**src/rtl/ws_cart_pkg.sv**
```systemverilog
// ws_cart_pkg: cartridge unlock constants and the unlock host FSM state enum
package ws_cart_pkg;
  localparam logic [7:0] UNLOCK_ADDR_ACK = 8'h5A;
  localparam logic [7:0] UNLOCK_ADDR_NAK = 8'hA5;
  localparam logic [7:0] ADDR_IDLE = 8'hFF;
  localparam logic [15:0] UNLOCK_PAYLOAD = 16'h28A0;
  localparam int UNLOCK_FRAME_BITS = 18;
  typedef enum logic [2:0] {
    ST_IDLE, ST_SEND_ACK, ST_SEND_NAK, ST_WAIT_START, ST_SHIFT, ST_CHECK, ST_FAIL, ST_DONE
  } unlock_state_e;
endpackage

```
**src/rtl/ws_unlock_host_if.sv**
```systemverilog
// ws_unlock_host_if: console-facing request/status and cartridge bus signals of the unlock host
interface ws_unlock_host_if;
  logic START;
  logic SI;
  logic [7:0] ADDR;
  logic CEn;
  logic BUSY;
  logic DONE;
  logic OK;
  logic UNLOCKED;
  logic [15:0] RX_WORD;
  modport master (input START, SI, output ADDR, CEn, BUSY, DONE, OK, UNLOCKED, RX_WORD);
  modport slave (output START, SI, input ADDR, CEn, BUSY, DONE, OK, UNLOCKED, RX_WORD);
endinterface

```
**src/rtl/ws_unlock_deser.sv**
```systemverilog
// ws_unlock_deser: LSB-first payload shift register with saturating bit counter and stop-bit capture
module ws_unlock_deser
  import ws_cart_pkg::*;
(
  input  logic        CLK,
  input  logic        RSTn,
  input  logic        shift_en,
  input  logic        clear,
  input  logic        si,
  output logic        full,
  output logic [15:0] word,
  output logic        stop
);
  // start bit is consumed by the FSM, so the stop bit lands at count 16
  localparam logic [4:0] LAST = 5'(UNLOCK_FRAME_BITS - 2);
  logic [4:0] cnt;
  always_ff @(posedge CLK or negedge RSTn)
    if (!RSTn) begin
      cnt <= '0;
      word <= '0;
      stop <= 1'b0;
    end else if (clear) begin
      cnt <= '0;
    end else if (shift_en) begin
      if (cnt < LAST) word <= {si, word[15:1]};
      else if (cnt == LAST) stop <= si;
      if (cnt != 5'd31) cnt <= cnt + 5'd1;
    end
  assign full = cnt == LAST;
endmodule

```
**src/rtl/ws_unlock_host.sv**
```systemverilog
// ws_unlock_host: cartridge mapper unlock initiator; WS_UNLOCK_RETRY_EN enables retries after timeout
module ws_unlock_host
  import ws_cart_pkg::*;
#(
  parameter int TIMEOUT = 64,
  parameter int RETRIES = 2
) (
  input logic CLK,
  input logic RSTn,
  ws_unlock_host_if.master bus
);
  unlock_state_e state, nxt;
  logic [7:0] addr_q;
  logic [15:0] tcnt;
  logic ok_q, unl_q, done_q, full, stop;
  logic [15:0] word;
`ifdef WS_UNLOCK_RETRY_EN
  logic [7:0] att;
  always_ff @(posedge CLK or negedge RSTn)
    if (!RSTn) att <= '0;
    else att <= (state == ST_IDLE) ? 8'd0 : (state == ST_FAIL) ? att + 8'd1 : att;
`else
  logic [31:0] unused_retries;
  assign unused_retries = RETRIES;
`endif
  always_ff @(posedge CLK or negedge RSTn)
    if (!RSTn) state <= ST_IDLE;
    else state <= nxt;
  always_comb begin
    nxt = state;
    case (state)
      ST_IDLE:       if (bus.START && !unl_q && !done_q) nxt = ST_SEND_ACK;
      ST_SEND_ACK:   nxt = ST_SEND_NAK;
      ST_SEND_NAK:   nxt = ST_WAIT_START;
      ST_WAIT_START: nxt = !bus.SI ? ST_SHIFT : (tcnt == 16'(TIMEOUT - 2)) ? ST_FAIL : ST_WAIT_START;
      ST_SHIFT:      if (full) nxt = ST_CHECK;
      ST_CHECK:      nxt = ST_DONE;
`ifdef WS_UNLOCK_RETRY_EN
      ST_FAIL:       nxt = (att < 8'(RETRIES)) ? ST_SEND_ACK : ST_DONE;
`else
      ST_FAIL:       nxt = ST_DONE;
`endif
      ST_DONE:       nxt = ST_IDLE;
      default:       nxt = ST_IDLE;
    endcase
  end
  // ADDR is registered from the next state so the unlock bytes line up with SEND_ACK/SEND_NAK
  always_ff @(posedge CLK or negedge RSTn)
    if (!RSTn) begin
      addr_q <= ADDR_IDLE;
      tcnt <= '0;
      ok_q <= 1'b0;
      unl_q <= 1'b0;
      done_q <= 1'b0;
    end else begin
      addr_q <= (nxt == ST_SEND_ACK) ? UNLOCK_ADDR_ACK : (nxt == ST_SEND_NAK) ? UNLOCK_ADDR_NAK : ADDR_IDLE;
      tcnt <= (state == ST_WAIT_START) ? tcnt + 16'd1 : 16'd0;
      ok_q <= (state == ST_CHECK) ? (word == UNLOCK_PAYLOAD && !stop) :
              (nxt == ST_SEND_ACK || state == ST_FAIL) ? 1'b0 : ok_q;
      unl_q <= unl_q | (state == ST_DONE && ok_q);
      done_q <= state == ST_DONE;
    end
  ws_unlock_deser u_deser (
    .CLK(CLK),
    .RSTn(RSTn),
    .shift_en(state == ST_SHIFT),
    .clear(state == ST_WAIT_START),
    .si(bus.SI),
    .full(full),
    .word(word),
    .stop(stop)
  );
  assign bus.ADDR = addr_q;
  assign bus.CEn = 1'b1;
  assign bus.BUSY = state != ST_IDLE;
  assign bus.DONE = done_q;
  assign bus.OK = ok_q;
  assign bus.UNLOCKED = unl_q;
  assign bus.RX_WORD = word;
endmodule

```
**src/flat_wrapper.sv**
```systemverilog
// flat-port wrapper written by rule: the top's interface ports become plain ports
module ws_unlock_host_flat import ws_cart_pkg::*;
#(
  parameter int TIMEOUT = 64,
  parameter int RETRIES = 2
)
  (CLK, RSTn, bus_START, bus_SI, bus_ADDR, bus_CEn, bus_BUSY, bus_DONE, bus_OK, bus_UNLOCKED, bus_RX_WORD);
  ws_unlock_host_if bus_i ();
  input logic CLK;
  input logic RSTn;
  input wire logic [$bits(bus_i.START)-1:0] bus_START;
  input wire logic [$bits(bus_i.SI)-1:0] bus_SI;
  output wire logic [$bits(bus_i.ADDR)-1:0] bus_ADDR;
  output wire logic [$bits(bus_i.CEn)-1:0] bus_CEn;
  output wire logic [$bits(bus_i.BUSY)-1:0] bus_BUSY;
  output wire logic [$bits(bus_i.DONE)-1:0] bus_DONE;
  output wire logic [$bits(bus_i.OK)-1:0] bus_OK;
  output wire logic [$bits(bus_i.UNLOCKED)-1:0] bus_UNLOCKED;
  output wire logic [$bits(bus_i.RX_WORD)-1:0] bus_RX_WORD;
  assign bus_i.START = bus_START;
  assign bus_i.SI = bus_SI;
  assign bus_ADDR = bus_i.ADDR;
  assign bus_CEn = bus_i.CEn;
  assign bus_BUSY = bus_i.BUSY;
  assign bus_DONE = bus_i.DONE;
  assign bus_OK = bus_i.OK;
  assign bus_UNLOCKED = bus_i.UNLOCKED;
  assign bus_RX_WORD = bus_i.RX_WORD;
  ws_unlock_host #(.TIMEOUT(TIMEOUT), .RETRIES(RETRIES)) u_core (.CLK(CLK), .RSTn(RSTn), .bus(bus_i));
endmodule
```
**config.mk**
```make
export PLATFORM = sky130hd
export DESIGN_NAME = ws_unlock_host_flat
export DESIGN_NICKNAME = d
export VERILOG_FILES = /design/src/rtl/ws_cart_pkg.sv /design/src/rtl/ws_unlock_host_if.sv /design/src/rtl/ws_unlock_deser.sv /design/src/rtl/ws_unlock_host.sv /design/src/flat_wrapper.sv
export SDC_FILE = /design/constraint.sdc
export NUM_CORES = 1
export LEC_CHECK = 0
export ABC_AREA = 1
export BUFFER_PORTS_ARGS = -buffer_cell sky130_fd_sc_hd__buf_2
export CORE_ASPECT_RATIO = 1.4
export CORE_MARGIN = 2
export CORE_UTILIZATION = 30
export DETAILED_ROUTE_END_ITERATION = 8
export REMOVE_ABC_BUFFERS = 1
export SETUP_SLACK_MARGIN = 0.5
export SLEW_MARGIN = 10
export SYNTH_ARGS = -nofsm -noshare
export SYNTH_HDL_FRONTEND = slang
export SYNTH_SLANG_ARGS = --single-unit
export TNS_END_PERCENT = 10
```
**constraint.sdc**
```tcl
create_clock -name CLK -period 1.7 [get_ports CLK]
set_clock_uncertainty 0.15 [all_clocks]
set_input_delay 0 -clock CLK [delete_from_list [all_inputs] [get_ports CLK]]
set_output_delay 0 -clock CLK [all_outputs]
set_load 0.02 [all_outputs]
```
# == Word level (Yosys, flattened, before mapping) ==
# Index checks and enable logic that the tools add are counted.
# W data, S select, Z words.
# totals
regBits,52
out_inout_bits,29
elab_cells,58
# op_classes
addsub,2
n_lt_le_gt_ge,1
eq_ne,13
mux,13
n_bitwise,3
n_reduce_logical,17
# ops
cell,n
$pmux W3 S7,1
$add A16 B1 Y16 const B,1
$eq A16 B14 Y1 const B,1
$eq A16 B6 Y1 const B,1
$mux W16,1
$mux W5,3
$eq A3 B3 Y1 const B,4
$mux W3,4
$eq A3 B2 Y1 const B,3
$mux W8,1
$mux W7,1
$eq A3 B1 Y1 const B,2
$reduce_bool A2 Y1,3
$add A5 B1 Y5 const B,1
$eq A5 B5 Y1 const B,1
$lt A5 B5 Y1 const B,1
$ne A5 B5 Y1 const B,1
$logic_and A1 B1 Y1,4
$reduce_and A4 Y1,1
$logic_not A1 Y1,3
$logic_not A3 Y1,1
$reduce_and A3 Y1,1
$reduce_bool A3 Y1,1
$mux W1,2
5 further kinds,6

# == Depth between registers and ports, before layout ==
# depth
word_depth,9
depth_mapped,10

# == By module ==
# A second synthesis with hierarchy kept.
# hier_totals
hier_cells,284
hier_area_um2,2428.6
# by_module_without_submodules
module,instances,cells_per_inst,area_each_um2,seq_area_each_um2
ws_unlock_host,1,176,1356.3,603.1
ws_unlock_deser,1,108,1072.3,550.5

# == Least setup slack after synthesis ==
# No wires, ideal clock.
# synth_path
path_kind,register to register
from,reg u_core.u_deser.cnt[0]
to,reg u_core.u_deser.cnt[3]
setup_time_ps,117
t_arrival_ps,1240
path_slack_ps,194
path_stages_with_launch,11
synth_period_minus_slack_ps,1506
path_cell_list,dfrtp_1 ha_1 nand2_1 nor2_1 ha_1 inv_1 nand2_2 nor2_1 nand2_1 nand2_1 nor2_1
# synth_between
elab_chain_len,4
word_cells_on_any_way,7
classes_between,add/sub: 1; eq/ne: 1; mux: 3; reduce/logical: 2
# synth_rtl
element,line,rtl
start: declaration,ws_unlock_deser.sv:16,logic [4:0] cnt;
start signal: assignment,ws_unlock_deser.sv:27,if (cnt != 5'd31) cnt <= cnt + 5'd1;
$add A5 B1 Y5,ws_unlock_deser.sv:27,
$mux W5,ws_unlock_deser.sv:27,
$mux W5,ws_unlock_deser.sv:24,end else if (shift_en) begin
$mux W5,ws_unlock_deser.sv:22,end else if (clear) begin
# Several ways; a longest one is shown, not always the timed one. The select of a mux whose other input is x is not followed.
# A chain may end at the register's enable or synchronous reset.

# == Worst setup path in the final report ==
# layout_path
from,reg u_core.state[2]
to,reg u_core.u_deser.cnt[3]
# layout_between
elab_chain_len,3
word_cells_on_any_way,6
classes_between,eq/ne: 2; mux: 1; reduce/logical: 3
# layout_rtl
element,line,rtl
start: declaration,ws_unlock_host.sv:12,"unlock_state_e state, nxt;"
start signal: assignment,ws_unlock_host.sv:28,else state <= nxt;
$eq A3 B2 Y1 / $eq A3 B3 Y1 (equally long branches),"ws_unlock_host.sv:67, ws_unlock_host.sv:66",
$reduce_bool A2 Y1 (no source line),n/a,
$reduce_and A2 Y1 (no source line),n/a,
# Several ways; a longest one is shown, not always the timed one.

==> load_flow_metrics.sql <==
INSERT INTO impl_metrics (metric_group, metric, value, unit) VALUES
('run_status', 'outcome', 'completed', ''),
('critical_path', 'critPathCapture', 'u_core.u_deser.cnt[3]', ''),
('synthesis', 'avgSynthCellArea', '8.28', 'µm²'),
('run', 'maxCapViolations', '0', ''),
('floorplan', 'design.die.area', '8720', 'µm²'),
('sta', 'fin_crit', '1.52', 'ns'),
('floorplan', 'floorplan.initialDensity', '30.9', '%'),
('critical_path', 'critical_path.reg2reg.endpoint', 'u_core.u_deser.cnt[3]', ''),
('critical_path', 'setup.worst_path.start_class', 'register', ''),
('global_routing', 'grt_pass1_vias', '1953', ''),
('place', 'place.detailed.hpwl', '3740', 'µm'),
('clock_tree', 'clock_h_tree_levels', '2', ''),
('synthesis', 'netlist_area', '2390', 'µm²'),
('detailed_routing', 'routed_wire_length_per_instance', '11.9', 'µm'),
('synthesis', 'yosys-top-cells-area', 'sky130_fd_sc_hd__dfrtp_1, sky130_fd_sc_hd__nand2_1, sky130_fd_sc_hd__nor2_1, sky130_fd_sc_hd__inv_1, sky130_fd_sc_hd__o21ai_2', ''),
('floorplan', 'ios', '33', ''),
('finish', 'commonest_cells_after_routing_fill_and_taps_aside', 'sky130_fd_sc_hd__nand2_1, sky130_fd_sc_hd__nor2_1, sky130_fd_sc_hd__dfrtp_1, sky130_fd_sc_hd__buf_2, sky130_fd_sc_hd__inv_1', ''),
('synthesis', 'yosys_most_used_dff', 'sky130_fd_sc_hd__dfrtp_1', ''),
('finish', 'layout_commonest_cell', 'sky130_fd_sc_hd__nand2_1', ''),
('power', 'power.share.sequential', '39.2', '%'),
('finish', 'multi_input_comb_area', '1070', 'µm²'),
('sta', 'rsz0062_at_grt', 'true', ''),
('finish', 'design.final.nets', '341', ''),
('critical_path', 'regToRegStartpoint', 'u_core.state[2]', ''),
('detailed_routing', 'detailroute.via_count', '1994', ''),
('finish', 'antenna_cells', '0', ''),
('finish', 'layout-area-overhead-vs-synth', '20.8', '%'),
('clock_tree', 'clock_insertion_delay_worst_skew', '0.30', 'ns'),
('synthesis', 'seq_area_frac_synth', '48.2', '%'),
('detailed_routing', 'drt_drc_violations_left', '0', ''),
('place', 'routability_driven_placement_congestion_ratio', '0.862', ''),
('power', 'static-leakage-power', '0.00135', 'µW'),
('critical_path', 'worstSetupEndpointType', 'register', ''),
('synthesis', 'ys_ff_latch', '46', ''),
('synthesis', 'synth_cell_type_count', '28', ''),
('clock_tree', 'cts_tree', 'built', ''),
('synthesis', 'synth_warnings', '0', ''),
('power', 'power.share.combinational', '42.9', '%'),
('floorplan', 'placementRows', '38', ''),
('power', 'peakVddDrop', '0.000839', 'V'),
('critical_path', 'timing_worst_setup_path_type', 'reg -> reg', ''),
('global_routing', 'overflow', '0', ''),
('clock_tree', 'clk_pin_slew', '0.09', 'ns'),
('synthesis', 'syn-instance-count', '289', ''),
('global_routing', 'global_route_wire_length_before_repair', '8690', 'µm'),
('finish', 'postLayoutCellArea', '2890', 'µm²'),
('sta', 'final_min_period_over_clock_period', '89.3', '%'),
('power', 'power_per_cell_area', '1440', 'nW/µm²'),
('power', 'share_clk_of_total_power', '17.9', '%'),
('place', 'detailed_place.area', '2600', 'µm²'),
('global_routing', 'grt_util_all_layers', '12.5', '%'),
('power', 'total_switching_power', '1770', 'µW'),
('global_routing', 'grt_start_max_net_pins', '32', ''),
('synthesis', 'synth_top_area_share', '46.0', '%'),
('detailed_routing', 'first_pass_iters', '4', ''),
('finish', 'seqCellArea', '1160', 'µm²'),
('critical_path', 'reg2reg_setup_slack', '0.18', 'ns'),
('floorplan', 'fp.dieH', '110', 'µm'),
('sta', 'setup_total_negative_slack', '0', 'ns'),
('clock_tree', 'clock-sinks', '46', ''),
('critical_path', 'cp_data_required_time', '1.75', 'ns'),
('floorplan', 'die_width', '79.5', 'µm'),
('critical_path', 'timing.reg2reg.worst_path_depth', '8', ''),
('power', 'internal_power', '2380', 'µW'),
('sta', 'hold_viol', '0', ''),
('finish', 'layout_cells_sized_above_1', '30.0', '%'),
('finish', 'fillCellCount', '793', ''),
('place', 'port_buffers', '31', ''),
('detailed_routing', 'initial_detailed_routing_violation_count', '43', ''),
('hold_path', 'holdCritPathClass', 'in -> async', ''),
('synthesis', 'synthArstFlopShare', '100', '%');
logic make-up (layout without fill, tap and decap cells):
logic type      after synthesis  count (layout)  synth area share [%]
compound gates               36              36                  10.2
buf+inv                      46              90                  9.72
simple gates                153             153                  28.3
fa+ha+maj                     5               5                  2.61
xor+xnor                      2               2                 0.732
other cells                   1               1                 0.157
flops                        46              46                  48.2
per-layer routing:
metal / vias up / global-route usage, % / routed length, µm
met1: 968 / 14.0 / 2180
met5: - / 0 / 0
li1: 986 / - / -
met2: 32 / 23.0 / 2700
met3: 8 / 2.79 / 177
met4: 0 / 4.31 / 71
worst min-delay path by stage:
stage | endpoint | cells after the start | startpoint
2_1_floorplan | u_core.bus.DONE | 0 | RSTn
3_3_place_gp | u_core.tcnt[7] | 1 | RSTn
3_5_place_dp | u_core.tcnt[7] | 1 | RSTn
4_1_cts | u_core.u_deser.cnt[3] | 2 | RSTn
5_1_grt | u_core.u_deser.cnt[3] | 2 | RSTn
6_report | u_core.u_deser.cnt[3] | 2 | RSTn
flip-flops by register name, summed over array words and instances (netlist names):
register             flops
u_core.u_deser.cnt       5
u_core.u_deser.stop      1
u_core.bus.ADDR          2
u_core.bus.OK            1
u_core.state             3
u_core.bus.UNLOCKED      1
u_core.tcnt             16
u_core.bus.DONE          1
u_core.u_deser.word     16
final cells by class:
type	instances	share of cell area (%)
clock buffer	7	3.33
sequential	46	40.0
timing repair buffer	48	10.4
tap	100	4.33
inverter	34	4.42
clock inverter	1	0.303
multi-input combinational	197	37.2
cells in the mapped netlist (3+ instances only):
| library cell | number |
|---|---|
| sky130_fd_sc_hd__nand2_2 | 5 |
| sky130_fd_sc_hd__nand4_1 | 6 |
| sky130_fd_sc_hd__inv_2 | 4 |
| sky130_fd_sc_hd__nand2_1 | 62 |
| sky130_fd_sc_hd__o21ai_2 | 11 |
| sky130_fd_sc_hd__a21oi_1 | 6 |
| sky130_fd_sc_hd__nor2_1 | 50 |
| sky130_fd_sc_hd__o21ai_1 | 8 |
| sky130_fd_sc_hd__ha_1 | 5 |
| sky130_fd_sc_hd__inv_1 | 30 |
| sky130_fd_sc_hd__nand3_1 | 18 |
| sky130_fd_sc_hd__a21oi_2 | 4 |
| sky130_fd_sc_hd__buf_6 | 4 |
| sky130_fd_sc_hd__buf_4 | 8 |
| sky130_fd_sc_hd__o21ai_0 | 3 |
| sky130_fd_sc_hd__nor2_2 | 6 |
| sky130_fd_sc_hd__dfrtp_1 | 44 |
power by group through the flow:
| stage | clock network (µW) | registers, µW | logic [µW] |
|---|---|---|---|
| final | 743 | 1630 | 1780 |
| after CTS | 776 | 1620 | 1720 |
| after global routing | 813 | 1670 | 1970 |
| after global placement | 0 | 1640 | 1570 |
| after floorplan | 0 | 1910 | 809 |
| after detailed placement | 0 | 1650 | 1590 |
critical path, cell delays in order (launching register included):
cell                      delay, ns
sky130_fd_sc_hd__dfrtp_1       0.48
sky130_fd_sc_hd__inv_2         0.12
sky130_fd_sc_hd__nor2_8        0.17
sky130_fd_sc_hd__buf_4         0.16
sky130_fd_sc_hd__nand2_4       0.07
sky130_fd_sc_hd__nor2_4        0.11
sky130_fd_sc_hd__nand2_1       0.05
sky130_fd_sc_hd__nand2_1       0.06
sky130_fd_sc_hd__nor2_1        0.04
metrics by stage:
step | std cells | utilization (%) | hold WS (ns) | total power, µW | worst slack (ns)
after floorplan | 277 | - | -0.446 | 2720 | 0.190
after global placement | 412 | 33.5 | -0.169 | 3210 | 0.145
after detailed placement | 412 | 33.5 | -0.177 | 3240 | 0.0873
after CTS | 431 | 36.5 | 0.0375 | 4120 | 0.223
after global routing | 433 | 37.3 | 0.0555 | 4460 | 0.0892
final | 433 | 37.3 | 0.0388 | 4150 | 0.182
repair_timing:
| item | CTS | global route |
|---|---|---|
| hold buffers | 3 | 0 |
| buffers inserted | 8 | 2 |
| endpoints found under the hold margin | 51 | 0 |
| endpoints found under the setup margin | 40 | 50 |
| pin swaps | 4 | 6 |
| gates resized for setup | 11 | 11 |
| gates cloned | 0 | 0 |
Power figures use the tool's default switching activity.
